**src/rtl/cpu_pkg.sv**
```systemverilog
// ============================================================================
//  Module      : cpu_pkg
//  Description : Shared definitions for the two-stage accumulator CPU:
//                compute-instruction control bit positions and the ALU
//                operation encoding.
//  Revision    : 1.0  initial release
// ============================================================================
`default_nettype none

package cpu_pkg;

    // Control bit positions inside a compute instruction (top bit set)
    localparam int BIT_JL       = 0;
    localparam int BIT_JE       = 1;
    localparam int BIT_JG       = 2;
    localparam int BIT_ST_RAM   = 3;
    localparam int BIT_ST_D     = 4;
    localparam int BIT_ST_A     = 5;
    localparam int BIT_INV_RES  = 6;
    localparam int BIT_OP       = 7;
    localparam int BIT_INV_RHS  = 8;
    localparam int BIT_ZERO_RHS = 9;
    localparam int BIT_INV_LHS  = 10;
    localparam int BIT_ZERO_LHS = 11;
    localparam int BIT_RHS_SEL  = 12;

    typedef enum logic {
        OP_AND = 1'b0,
        OP_ADD = 1'b1
    } alu_op_e;

endpackage

`default_nettype wire

```
**src/rtl/cpu_alu.sv**
```systemverilog
// ============================================================================
//  Module      : cpu_alu
//  Description : Combinational ALU. Each operand is optionally zeroed and
//                then optionally inverted, combined by AND or wrapping ADD,
//                and the result is optionally inverted. Sign/zero flags are
//                derived from the final result.
//  Ports       : lhs, rhs            operands (WIDTH)
//                zero_*/inv_*        operand conditioning controls
//                op                  OP_AND / OP_ADD
//                inv_res             invert final result
//                result              ALU output (WIDTH)
//                lt, eq, gt          result <0, ==0, >0 (two's complement)
//  Revision    : 1.0  initial release
// ============================================================================
`default_nettype none

module cpu_alu
    import cpu_pkg::*;
#(
    parameter int WIDTH = 16
) (
    input  logic [WIDTH-1:0] lhs,
    input  logic [WIDTH-1:0] rhs,
    input  logic             zero_lhs,
    input  logic             inv_lhs,
    input  logic             zero_rhs,
    input  logic             inv_rhs,
    input  alu_op_e          op,
    input  logic             inv_res,
    output logic [WIDTH-1:0] result,
    output logic             lt,
    output logic             eq,
    output logic             gt
);

    logic [WIDTH-1:0] w_lhs_z;
    logic [WIDTH-1:0] w_lhs;
    logic [WIDTH-1:0] w_rhs_z;
    logic [WIDTH-1:0] w_rhs;
    logic [WIDTH-1:0] w_raw;

    // Zero first, then invert: zero+invert yields all ones
    assign w_lhs_z = zero_lhs ? '0 : lhs;
    assign w_lhs   = inv_lhs ? ~w_lhs_z : w_lhs_z;
    assign w_rhs_z = zero_rhs ? '0 : rhs;
    assign w_rhs   = inv_rhs ? ~w_rhs_z : w_rhs_z;

    // ADD discards the carry out (wraps modulo 2^WIDTH)
    assign w_raw   = (op == OP_ADD) ? (w_lhs + w_rhs) : (w_lhs & w_rhs);
    assign result  = inv_res ? ~w_raw : w_raw;

    assign lt = result[WIDTH-1];
    assign eq = (result == '0);
    assign gt = ~lt & ~eq;

endmodule

`default_nettype wire

```
**src/rtl/cpu_pipe.sv**
```systemverilog
// ============================================================================
//  Module      : cpu_pipe
//  Description : Two-stage (fetch / execute) accumulator CPU with A and D
//                registers and a small data RAM addressed by A. Taken jumps
//                flush the fetched instruction (one bubble). Optional halt
//                detection on self-jumps is enabled by defining the macro
//                CPU_HALT_DETECT_EN; without it halted is tied low.
//  Ports       : clk         rising-edge clock
//                reset       synchronous, active-high
//                instr_addr  program ROM address (= PC), PROG_AW bits
//                instr       combinational ROM data, WIDTH bits
//                retired     high while a valid instruction executes
//                halted      sticky self-jump halt flag
//                dbg_a       current A register
//                dbg_d       current D register
//  Revision    : 1.0  initial release
// ============================================================================
`default_nettype none

module cpu_pipe
    import cpu_pkg::*;
#(
    parameter int WIDTH   = 16,
    parameter int RAM_AW  = 3,
    parameter int PROG_AW = 6
) (
    input  logic               clk,
    input  logic               reset,
    output logic [PROG_AW-1:0] instr_addr,
    input  logic [WIDTH-1:0]   instr,
    output logic               retired,
    output logic               halted,
    output logic [WIDTH-1:0]   dbg_a,
    output logic [WIDTH-1:0]   dbg_d
);

`ifdef CPU_HALT_DETECT_EN
    localparam logic c_halt_en = 1'b1;
`else
    localparam logic c_halt_en = 1'b0;
`endif

    localparam logic [PROG_AW-1:0] c_pc_one = PROG_AW'(1);

    // Fetch stage / pipeline registers
    logic [PROG_AW-1:0] r_pc;
    logic [WIDTH-1:0]   r_ir;
    logic [PROG_AW-1:0] r_ir_pc;
    logic               r_ir_valid;
    logic               r_halted;

    // Architectural state
    logic [WIDTH-1:0]   r_a;
    logic [WIDTH-1:0]   r_d;
    logic [WIDTH-1:0]   r_ram [0:(2**RAM_AW)-1];

    // Execute-stage decode
    logic               w_exec;
    logic               w_is_comp;
    logic [RAM_AW-1:0]  w_ram_addr;
    logic [WIDTH-1:0]   w_ram_rd;
    logic [WIDTH-1:0]   w_rhs;
    logic [WIDTH-1:0]   w_result;
    logic               w_lt;
    logic               w_eq;
    logic               w_gt;
    logic               w_cond;
    logic               w_taken;
    logic [PROG_AW-1:0] w_target;
    logic               w_halt_hit;
    logic               w_wr_a;
    logic               w_wr_d;
    logic               w_wr_ram;
    logic [WIDTH-1:0]   w_a_next;

    // Reset suppresses execution so no write lands in a reset cycle
    assign w_exec     = r_ir_valid & ~reset;
    assign w_is_comp  = r_ir[WIDTH-1];

    // RAM address, jump target and rhs all use A before this instruction's write
    assign w_ram_addr = r_a[RAM_AW-1:0];
    assign w_ram_rd   = r_ram[w_ram_addr];
    assign w_rhs      = r_ir[BIT_RHS_SEL] ? w_ram_rd : r_a;
    assign w_target   = r_a[PROG_AW-1:0];

    cpu_alu #(
        .WIDTH (WIDTH)
    ) u_alu (
        .lhs      (r_d),
        .rhs      (w_rhs),
        .zero_lhs (r_ir[BIT_ZERO_LHS]),
        .inv_lhs  (r_ir[BIT_INV_LHS]),
        .zero_rhs (r_ir[BIT_ZERO_RHS]),
        .inv_rhs  (r_ir[BIT_INV_RHS]),
        .op       (alu_op_e'(r_ir[BIT_OP])),
        .inv_res  (r_ir[BIT_INV_RES]),
        .result   (w_result),
        .lt       (w_lt),
        .eq       (w_eq),
        .gt       (w_gt)
    );

    assign w_cond     = (r_ir[BIT_JL] & w_lt) | (r_ir[BIT_JE] & w_eq) | (r_ir[BIT_JG] & w_gt);
    assign w_taken    = w_exec & w_is_comp & w_cond;
    assign w_halt_hit = c_halt_en & w_taken & (w_target == r_ir_pc);

    assign w_wr_a     = w_exec & (~w_is_comp | r_ir[BIT_ST_A]);
    assign w_wr_d     = w_exec & w_is_comp & r_ir[BIT_ST_D];
    assign w_wr_ram   = w_exec & w_is_comp & r_ir[BIT_ST_RAM];
    assign w_a_next   = w_is_comp ? w_result : {1'b0, r_ir[WIDTH-2:0]};

    // Fetch / PC / flush / halt control
    always_ff @(posedge clk) begin
        if (reset) begin
            r_pc       <= '0;
            r_ir_valid <= 1'b0;
            r_halted   <= 1'b0;
        end else if (r_halted) begin
            // Frozen: PC holds the self-jump target, nothing enters E
            r_ir_valid <= 1'b0;
        end else if (w_taken) begin
            r_pc       <= w_target;
            r_ir_valid <= 1'b0;
            r_halted   <= w_halt_hit;
        end else begin
            r_ir       <= instr;
            r_ir_pc    <= r_pc;
            r_ir_valid <= 1'b1;
            r_pc       <= r_pc + c_pc_one;
        end
    end

    // Register file
    always_ff @(posedge clk) begin
        if (reset) begin
            r_a <= '0;
            r_d <= '0;
        end else begin
            if (w_wr_a) begin
                r_a <= w_a_next;
            end
            if (w_wr_d) begin
                r_d <= w_result;
            end
        end
    end

    // Data RAM: contents survive reset
    always_ff @(posedge clk) begin
        if (w_wr_ram) begin
            r_ram[w_ram_addr] <= w_result;
        end
    end

    assign instr_addr = r_pc;
    assign retired    = w_exec;
    assign halted     = r_halted & c_halt_en;
    assign dbg_a      = r_a;
    assign dbg_d      = r_d;

endmodule

`default_nettype wire

```
**config.mk**
```make
export PLATFORM = sky130hd
export DESIGN_NAME = cpu_pipe
export DESIGN_NICKNAME = d
export VERILOG_FILES = /design/src/rtl/cpu_pkg.sv /design/src/rtl/cpu_alu.sv /design/src/rtl/cpu_pipe.sv
export SDC_FILE = /design/constraint.sdc
export NUM_CORES = 1
export LEC_CHECK = 0
export CAP_MARGIN = 20
export CORE_MARGIN = 2
export CORE_UTILIZATION = 47
export DETAILED_ROUTE_END_ITERATION = 8
export PLACE_DENSITY = 0.78
export SYNTH_ARGS = -nofsm -noshare
export SYNTH_HDL_FRONTEND = slang
export SYNTH_SLANG_ARGS = --single-unit
```
**constraint.sdc**
```tcl
create_clock -name clk -period 7.7 [get_ports clk]
set_input_delay 0.77 -clock clk [delete_from_list [all_inputs] [get_ports clk]]
set_output_delay 0.77 -clock clk [all_outputs]
set_load 0.1 [all_outputs]
```
==> results.toml, run 1 <==
[power_and_ir_drop]
swShare = 0.315
p_leak_nw = 3.50
power.internal_w = 0.00187
power.switching_w = 0.000859
combPwrFrac = 0.229
vdd_drop_max_uv = 204
clock_power_share = 0.329
pwr-share-seq = 0.442
powerDensity_nw_per_um2 = 258

[drt]
ant_nets = 0
firstDrtPassIters = 6
vias = 6017
wl_per_cell_um = 20.9
viasPerCell = 5.84
first_iter_violations = 712
wl_mm = 21.6
drcViolationCount = 0

[cts]
cts_tree = "done"
cts_resized = 0
clk_path_buf_depth = 2
clk_latency_ns = 0.44
post-cts-setup-buffer-count = 0
cts_num_sinks = 186
cts_root_buf = "clkbuf_16"
htreeDepth = 4
cts_buffers = 17
ctsHoldBuffers = 0
path_clk_slew_ns = 0.07

[setup_path]
critical_path_class = "reg2reg"
crit_buf_inv = 1
crit_required_ns = 7.77
slowest_stage = "nor2_2"
max_stage_delay_ns = 0.67
critPathTopFamily = "compound AO/OA/AOI/OAI gates"
worstPathMaxFanout = 20
path_cells = "buf_4, mux4_2, mux2i_1, a211oi_1, xor2_1, fa_1, a211oi_2, o211a_1, o21ai_0, mux2i_1, xnor2_1, nor2_1, a41o_1, o211a_1, nor2_2"
worst_setup_path_end_kind = "register"
start_kind = "register"
cp.arrival_ns = 6.15
path_depth = 15
reg2regPathDepth = 15

[hold_path]
min_delay_path_depth = 2
min_path_type = "reg2reg"

[cells_and_area]
nFillCells = 1608
num-nets-final = 788
final_util = 0.549
area_growth_pct = 15.7
drive_gt1_frac = 0.133
antenna-diode-count = 0

[floorplan]
start_util = 0.475
die_w_um = 144
core_um2 = 19300
die-height_um = 144
dieArea_um2 = 20600
rows = 51
io_pins = 58

[global_route]
overflow = 0
grt_pass1_wl_mm = 33.0
antenna_found_initial = 0
grt_max_degree = 54
grt_usage = 0.218
grt_pass1_vias = 5671

[synthesis]
synth.yosys.seq_area_share = 0.565
ys_types = 66
synth_top_cells_by_area = "edfxtp_1 (47%), dfxtp_1 (9.2%), mux4_2 (7.9%), mux2i_1 (3.5%), xnor2_1 (3.1%)"
ys.flop_type = "edfxtp_1"
async_reset_ff_frac = 0
synth_seq_cells = 186
yosysWarnings = 0
netlist_instances = 711
netlist_area_um2 = 9150
yosysTopAreaCell = "edfxtp_1"
synth-edff-count = 144
synth_nets = 747
synth_top_area_share = 0.473
syn_area_per_cell_um2 = 12.9

[timing]
setup_tns_ns = 0
fin_worst_skew_ns = 0.00927
finalCriticalPeriod_ns = 6.08
rsz0062_at_grt = "no"
setup_viol = 0
fmax_mhz = 164
finalCritPeriodShare = 0.790
slew_headroom = 0.278
worst_slew_pin_slew_ns = 1.08
finalMaxSlewViolations = 0
hold_viol = 0

[run_status]
outcome = "finished, final reports clean"

[place]
io_buffers = 56
gp_congestion = 0.875
hpwl_mm = 14.7

[job]
drv_cap = 0
==> layout by cell type, fill, tap and decap left out, types with 7 or more instances in the layout <==
master	instances
edfxtp_1	144
nor3_1	9
nand2b_1	25
ha_1	17
mux2i_1	32
xor2_1	19
nand3b_1	7
a21oi_1	39
mux4_2	32
nand3_1	9
clkbuf_16	17
dfxtp_1	41
xnor2_1	32
clkdlybuf4s50_1	56
nand2_1	41
buf_4	15
nor2_1	68
o21ai_0	7
a211oi_1	34
inv_1	9
==> cell families after synthesis <==
group           after synthesis  share of synthesized area
fa+ha+maj                    18                     0.0254
other cells                   1                   0.000410
flops                       186                      0.565
simple gates                199                      0.112
compound gates              127                     0.0967
mux                          70                      0.124
xor+xnor                     52                     0.0506
buf+inv                      58                     0.0264
==> final cells by class <==
type | instances | area [um^2] | share of cell area
timing repair buffer | 71 | 673 | 0.0636
clock buffer | 17 | 425 | 0.0402
inverter | 9 | 33.8 | 0.00319
clock inverter | 15 | 183 | 0.0173
sequential | 186 | 5170 | 0.488
tap | 265 | 332 | 0.0313
multi-input combinational | 467 | 3770 | 0.356
==> flip-flops by register name, summed over array words and instances, names as in the netlist, named ones only <==
name        cells
r_ram         128
dbg_a          16
dbg_d          16
r_ir           16
instr_addr      6
r_ir_valid      1
==> metal layers <==
layer,track usage,routed length (um)
met3,0.0473,1570
met2,0.335,9930
met4,0.0820,531
met1,0.305,9540
met5,0,0
==> worst reg2reg max path: stages (launching register included) <==
cell and delay, ns:
dfxtp_2 0.61, buf_4 0.46, mux4_2 0.57, mux2i_1 0.17, a211oi_1 0.12, xor2_1 0.21
fa_1 0.53, a211oi_2 0.35, o211a_1 0.28, o21ai_0 0.16, mux2i_1 0.16, xnor2_1 0.62
nor2_1 0.15, a41o_1 0.26, o211a_1 0.38, nor2_2 0.67
==> worst paths after layout <==
kind,start,to,slack (ns)
worst max-delay path,register,r_ir[13],1.62
worst min-delay path,dbg_d[3],dbg_d[3],0.47
worst max register to register,register,r_ir[13],1.62
worst min register to register,dbg_d[3],dbg_d[3],0.47
==> power groups by stage <==
stage	registers, W	logic (W)	clock network [W]
floorplan	0.00129	0.000381	0
global placement	0.00123	0.000595	0
detailed placement	0.00123	0.000606	0
CTS	0.00121	0.000611	0.000904
global route	0.00121	0.000668	0.000941
finish	0.00121	0.000624	0.000899
==> Yosys cell counts, types with 3 or more instances <==
cell type	number
a211oi_1	34
o211a_1	4
xor2_1	19
o21ai_0	7
a21o_1	6
nand3_1	9
inv_1	9
o211ai_1	6
a31oi_1	5
xnor2_1	32
dfxtp_1	42
clkbuf_1	29
nand2b_1	25
o21a_1	3
nand2_1	41
edfxtp_1	144
nor3_1	11
mux2_4	6
and3_1	4
ha_1	17
mux2i_1	32
and2_1	3
nor2_1	69
a21oi_1	39
buf_2	7
nand4_1	5
buf_1	10
o22ai_1	3
nand3b_1	7
nor2b_1	6
mux4_2	32
nor3b_1	3
==> per-stage QoR <==
| step | std cells | hold slack, ns | worst slack [ns] | total power, W | instance area [um^2] |
|---|---|---|---|---|---|
| 6_report | 1030 | 0.472 | 1.62 | 0.00273 | 10600 |
| 5_1_grt | 1030 | 0.485 | 1.21 | 0.00282 | 10600 |
| 4_1_cts | 1028 | 0.474 | 1.49 | 0.00272 | 10600 |
| 3_5_place_dp | 996 | 0.464 | 1.55 | 0.00183 | 9960 |
| 3_3_place_gp | 996 | 0.461 | 1.81 | 0.00182 | 9960 |
| 2_1_floorplan | 711 | 0.472 | 1.94 | 0.00167 | 9150 |
Note: power is estimated with default switching activity, not from simulation.
==> inputs of run 2 (changes only) <==
- clock period: 7.7 -> 5.8 ns (I/O delays scaled with it)
==> results.toml, run 2 (same netlist as run 1, synthesis figures left out) <==
[run_status]
outcome = "finished, final reports clean"

[cells_and_area]
drive_gt1_frac = 0.150
largest_reg_flops = 128
regMostFlops = "r_ram"
num-nets-final = 804
mostFrequentLayoutCell = "edfxtp_1"
area_growth_pct = 17.1
layout_common_cells = "edfxtp_1 (144), nor2_1 (68), clkdlybuf4s50_1 (56), nand2_1 (41), dfxtp_1 (41)"
antenna-diode-count = 0

[setup_path]
slowest_stage = "dfxtp_2"
start_kind = "register"
setup.worst_path.end = "r_ir[5]"
critical_path_class = "reg2reg"
path_depth = 16
path_cells = "buf_4, mux4_2, mux2i_1, a211oi_1, xor2_1, fa_1, a211oi_2, nor3_1, or3_4, nand3b_4, a2111o_1, nor4_2, a41oi_1, o211a_1, nor2_2, buf_12"
worst_setup_path_end_kind = "register"
crit_buf_inv = 2
crit_required_ns = 5.95
r2r_end = "r_ir[5]"
worstPathMaxFanout = 13
reg2regPathDepth = 16
critPathTopFamily = "compound AO/OA/AOI/OAI gates"
cp.arrival_ns = 5.56
max_stage_delay_ns = 0.59
r2r_slack_ns = 0.40

[job]
drv_cap = 0

[drt]
ant_nets = 0
viasPerCell = 5.77
drcViolationCount = 0
firstDrtPassIters = 5
vias = 6036
wl_mm = 21.5
wl_per_cell_um = 20.5
first_iter_violations = 700

[floorplan]
die_w_um = 144
io_pins = 58
die-height_um = 144
core_um2 = 19300
dieArea_um2 = 20600
start_util = 0.475
rows = 51

[cts]
post-cts-setup-buffer-count = 0
cts_tree = "done"
ctsHoldBuffers = 0
htreeDepth = 4
cts_root_buf = "clkbuf_16"
clk_path_buf_depth = 2
cts_num_sinks = 186
clk_latency_ns = 0.44
cts_buffers = 17
path_clk_slew_ns = 0.07
cts_resized = 0

[power_and_ir_drop]
p_leak_nw = 3.58
vdd_drop_max_uv = 224
powerDensity_nw_per_um2 = 338

[timing]
post-route-worst-setup-slack_ns = 0.398
setup_viol = 0
finalMaxSlewViolations = 0
finalCriticalPeriod_ns = 5.40
hold_viol = 0
slew_headroom = 0.300
fmax_mhz = 185
setup_tns_ns = 0
worst_slew_pin_slew_ns = 1.04
finalCritPeriodShare = 0.931
fin_worst_skew_ns = 0.0135
rsz0062_at_grt = "no"

[global_route]
use_met2 = 0.337
overflow = 0
grt_pass1_vias = 5711
antenna_found_initial = 0
grt_usage = 0.216
grt_max_degree = 54
met1_usage = 0.299
grt_pass1_wl_mm = 32.9
top_usage_layer = "met2"
grtUsageMet3 = 0.0533

[place]
io_buffers = 56
gp_congestion = 0.927
dp_slack_ns = 0.418
hpwl_mm = 14.6

[hold_path]
min_path_type = "reg2reg"
min_from = "dbg_d[1]"
[run 2: cell type report]
type,instances,area [um^2]
inverters,9,33.8
flip-flops and latches,186,5170
clock buffers,17,425
well taps,265,332
clock inverters,15,166
multi-input cells,467,3780
repair buffers,87,806
fillers,1555,8560
[run 2: layer usage]
metal / wire, um / up-vias
met1: 9260 / 2938
li1: - / 2807
met4: 454 / 0
met3: 1690 / 25
met5: 0 / -
met2: 10100 / 266
[run 2: how the worst min path moves through the flow]
| stage | end | slack [ns] | depth (start not counted) |
|---|---|---|---|
| after floorplan | dbg_a[15] | 0.47 | 2 |
| after global placement | dbg_d[1] | 0.46 | 2 |
| after detailed placement | dbg_d[1] | 0.46 | 2 |
| after CTS | dbg_d[1] | 0.47 | 2 |
| after global routing | dbg_d[1] | 0.49 | 2 |
| final | dbg_d[1] | 0.47 | 2 |
[run 2: report_power, final]
group / internal, W / total [W] / switching [W]
combinational: 0.000309 / 0.000874 / 0.000564
sequential: 0.00155 / 0.00159 / 0.0000424
clock: 0.000645 / 0.00116 / 0.000516
total: 0.00250 / 0.00362 / 0.00112
[run 2: through the flow]
stage	area [um^2]	power, W	cells	hold slack [ns]	util
after global placement	10100	0.00246	1014	0.462	0.525
final	10700	0.00362	1046	0.471	0.556
after CTS	10700	0.00362	1046	0.474	0.555
after detailed placement	10100	0.00247	1014	0.465	0.525
after global routing	10700	0.00376	1046	0.495	0.556
after floorplan	9150	0.00221	711	0.472	-
[run 2: worst reg2reg max path, delay by kind of cell (launching register included)]
| kind | cells | cell delay, ns |
|---|---|---|
| XOR/XNOR | 1 | 0.21 |
| AO/OA/AOI/OAI | 5 | 1.35 |
| flip-flops | 1 | 0.59 |
| multiplexers | 2 | 0.75 |
| buffers and inverters | 2 | 0.56 |
| adder cells (fa/ha/maj) | 1 | 0.50 |
| AND/OR/NAND/NOR | 5 | 1.16 |
==> RTL edit, RTL diff (settings of run 2) <==
The localparam `c_halt_en` goes from 1'b0 to 1'b1.
--- a/src/rtl/cpu_pipe.sv
+++ b/src/rtl/cpu_pipe.sv
@@ -39,3 +39,3 @@
 `else
-    localparam logic c_halt_en = 1'b0;
+    localparam logic c_halt_en = 1'b1;
 `endif
Behaviour: not the same (a bounded check fails within 4 cycles, from zero or initial values and one cycle with reset high).
==> RTL edit against run 2 <==
Wire length increased by 3.9%. Cell area increased by 3.1%. Worst hold slack got worse by 0.0014 ns. Setup slack got worse by 0.096 ns. Synthesized area increased by 4.3%. Sequential cell count increased by 7. Power increased by 0.78%. Count of clock-buffer cells in the layout increased by 1. Largest power group unchanged.
==> RTL edit: results (changes against run 2) <==
WL/cell 20.44 um (was 20.52 um); initial antenna violation count 0 (unchanged); crit-path max cell delay ~0.60 ns; H-Tree Depth 4 (unchanged); Adder-Cell Fraction of Synth Area 0.02440 (was 0.02544); post-synthesis xor/xnor area fraction 0.04684 (was 0.05061); slowest CP cell dfxtp_1 (was dfxtp_2); EDFF count, synth 150 (was 144); Yosys warning count 0 (unchanged); placed instance area 10480 um2 (was 10110 um2); max FFs per register 128 (unchanged); TritonRoute pass-1 iters 5 (unchanged); vias in the first global route 6304 (was 5711); pin count of the biggest net entering global routing 51 (was 54); port bufs 57 (was 56); path depth of the worst reg2reg path 18 (was 16); FF-to-FF End r_ir_pc[2] (was r_ir[5]); top post-synthesis cells by area edfxtp_1 (47%), dfxtp_1 (9.0%), mux4_2 (7.6%) (was edfxtp_1 (47%), dfxtp_1 (9.2%), mux4_2 (7.9%)); Clock Tree Root clkbuf_16 (unchanged); post-DP HPWL 15090 um (was 14600 um); worst hold path type reg2reg (unchanged); # nets final 844 (was 804); asr flop ratio synth 0 (unchanged); ANT cells 0 (unchanged); first-pass GRT wire length 35080 um (was 32860 um); Mapped Nets 788 (was 747); post-CTS setup buffer count 0 (unchanged); Pint 2.512 mW (was 2.500 mW); Total GRT Usage 0.2147 (was 0.2160); status finished, final reports clean (unchanged); Compound-Gate Fraction of Synth Area 0.1063 (was 0.09670); Final GP Congestion 0.9214 (was 0.9270); Slew @ Worst Pin 1.093 ns (was 1.042 ns); Cell variety after synth 74 (was 66); Seq pwr share 0.455 (was 0.438); worst-path fanout max 16 (was 13); peak supply drop 0.0002206 V (was 0.0002240 V); share of cells above drive strength 1 0.1376 (was 0.1498); Fillers 1612 (was 1555); power share of the clock group 0.306 (was 0.320); static leakage 3.648 nW (was 3.580 nW); Detailed Route Iter0 Violations 567 (was 700); CP Class reg2reg (unchanged); clk_skew 0.01028 ns (was 0.01353 ns); main combinational cell family by area after synthesis simple AND/OR/NAND/NOR gates (was multiplexers); reg-to-reg slack, setup 0.30 ns (was 0.40 ns); clk_lat worst skew 0.44 ns (about the same); vias 6402 (was 6036); Reg clk slew, reported paths 0.07 ns (about the same); post-synthesis mux area share 0.1092 (was 0.1236); register area share after synthesis 0.5626 (was 0.5646); Largest Register r_ram (unchanged); CP top delay family compound AO/OA/AOI/OAI gates (unchanged); Num CTS Buffers 17 (unchanged); Post-synth top cells edfxtp_1 (150), nor2_1 (63), nand2_1 (52) (was edfxtp_1 (144), nor2_1 (69), dfxtp_1 (42)); clock buffer depth 2 (unchanged)
-- RTL edit: cell count changes in the layout (fill, tap and decap cells not counted), sizes merged, moves of 4 or more --
cell and change:
nand3 +11, edfxtp +6, nor2 -6, and3 +4, a21oi -7, o311a +4
o211a -4, and2 +4, nand2 +11, mux2 -6, a311o +5, or4 +6
-- RTL edit: per-stage QoR --
| step | hold WS, ns | setup WS, ns | utilization | power, mW | instances |
|---|---|---|---|---|---|
| after global placement | 0.4621 | 0.4884 | 0.5213 | 2.534 | 1059 |
| after global routing | 0.4977 | 0.005623 | 0.5494 | 3.785 | 1091 |
| after floorplan | 0.4725 | 0.03109 | - | 2.292 | 752 |
| after detailed placement | 0.4621 | 0.3355 | 0.5213 | 2.550 | 1059 |
| after CTS | 0.4734 | 0.2903 | 0.5491 | 3.656 | 1091 |
| final | 0.4699 | 0.3014 | 0.5494 | 3.651 | 1091 |
-- RTL edit: layout make-up --
| cell class | instances | area [um2] | area share |
|---|---|---|---|
| Clock buffer | 18 | 429.2 | 0.03885 |
| Clock inverter | 14 | 128.9 | 0.01167 |
| Inverter | 10 | 37.54 | 0.003398 |
| Multi-Input combinational cell | 497 | 3940 | 0.3567 |
| Sequential cell | 193 | 5366 | 0.4858 |
| Tap cell | 270 | 337.8 | 0.03058 |
| Timing Repair Buffer | 89 | 805.8 | 0.07295 |
-- RTL edit: cell families after synthesis --
| family | count (synthesis) |
|---|---|
| xor gates and xnor gates | 51 |
| DFF | 193 |
| adders and majority gates | 18 |
| muxes | 64 |
| and+or+nand+nor | 231 |
| buffers and inverters | 62 |
| AOI/OAI and AO/OA | 133 |
-- RTL edit: tightest hold or removal path, cell delays in order (launching register included) --
cell and delay (ns):
dfxtp_1 0.32, nand2_1 0.05, a21oi_1 0.05
-- RTL edit: worst min path at each step --
stage                          start         to  slack [ns]  cells past startpoint
after floorplan           r_ir_valid  dbg_a[15]        0.47                      2
after global placement      dbg_d[4]   dbg_d[4]        0.46                      2
after detailed placement   dbg_d[15]  dbg_d[15]        0.46                      2
after CTS                   dbg_d[5]   dbg_d[5]        0.47                      2
after global routing        dbg_d[5]   dbg_d[5]        0.50                      2
final                       dbg_d[5]   dbg_d[5]        0.47                      2
-- RTL edit: routing by layer --
metal | routed length [um] | track usage | vias to the layer above | share of wire
met3 | 1473 | 0.04625 | 47 | 0.066
met5 | 0 | 0 | - | 0
met1 | 9557 | 0.2916 | 3114 | 0.43
met2 | 10630 | 0.3429 | 263 | 0.48
met4 | 639 | 0.07816 | 0 | 0.029
li1 | - | - | 2978 | -
-- RTL edit: timing repair --
| action | CTS | global route |
|---|---|---|
| hold buffers | 0 | 0 |
| gates resized for setup | 0 | 2 |
| endpoints found under the setup margin | 0 | 22 |
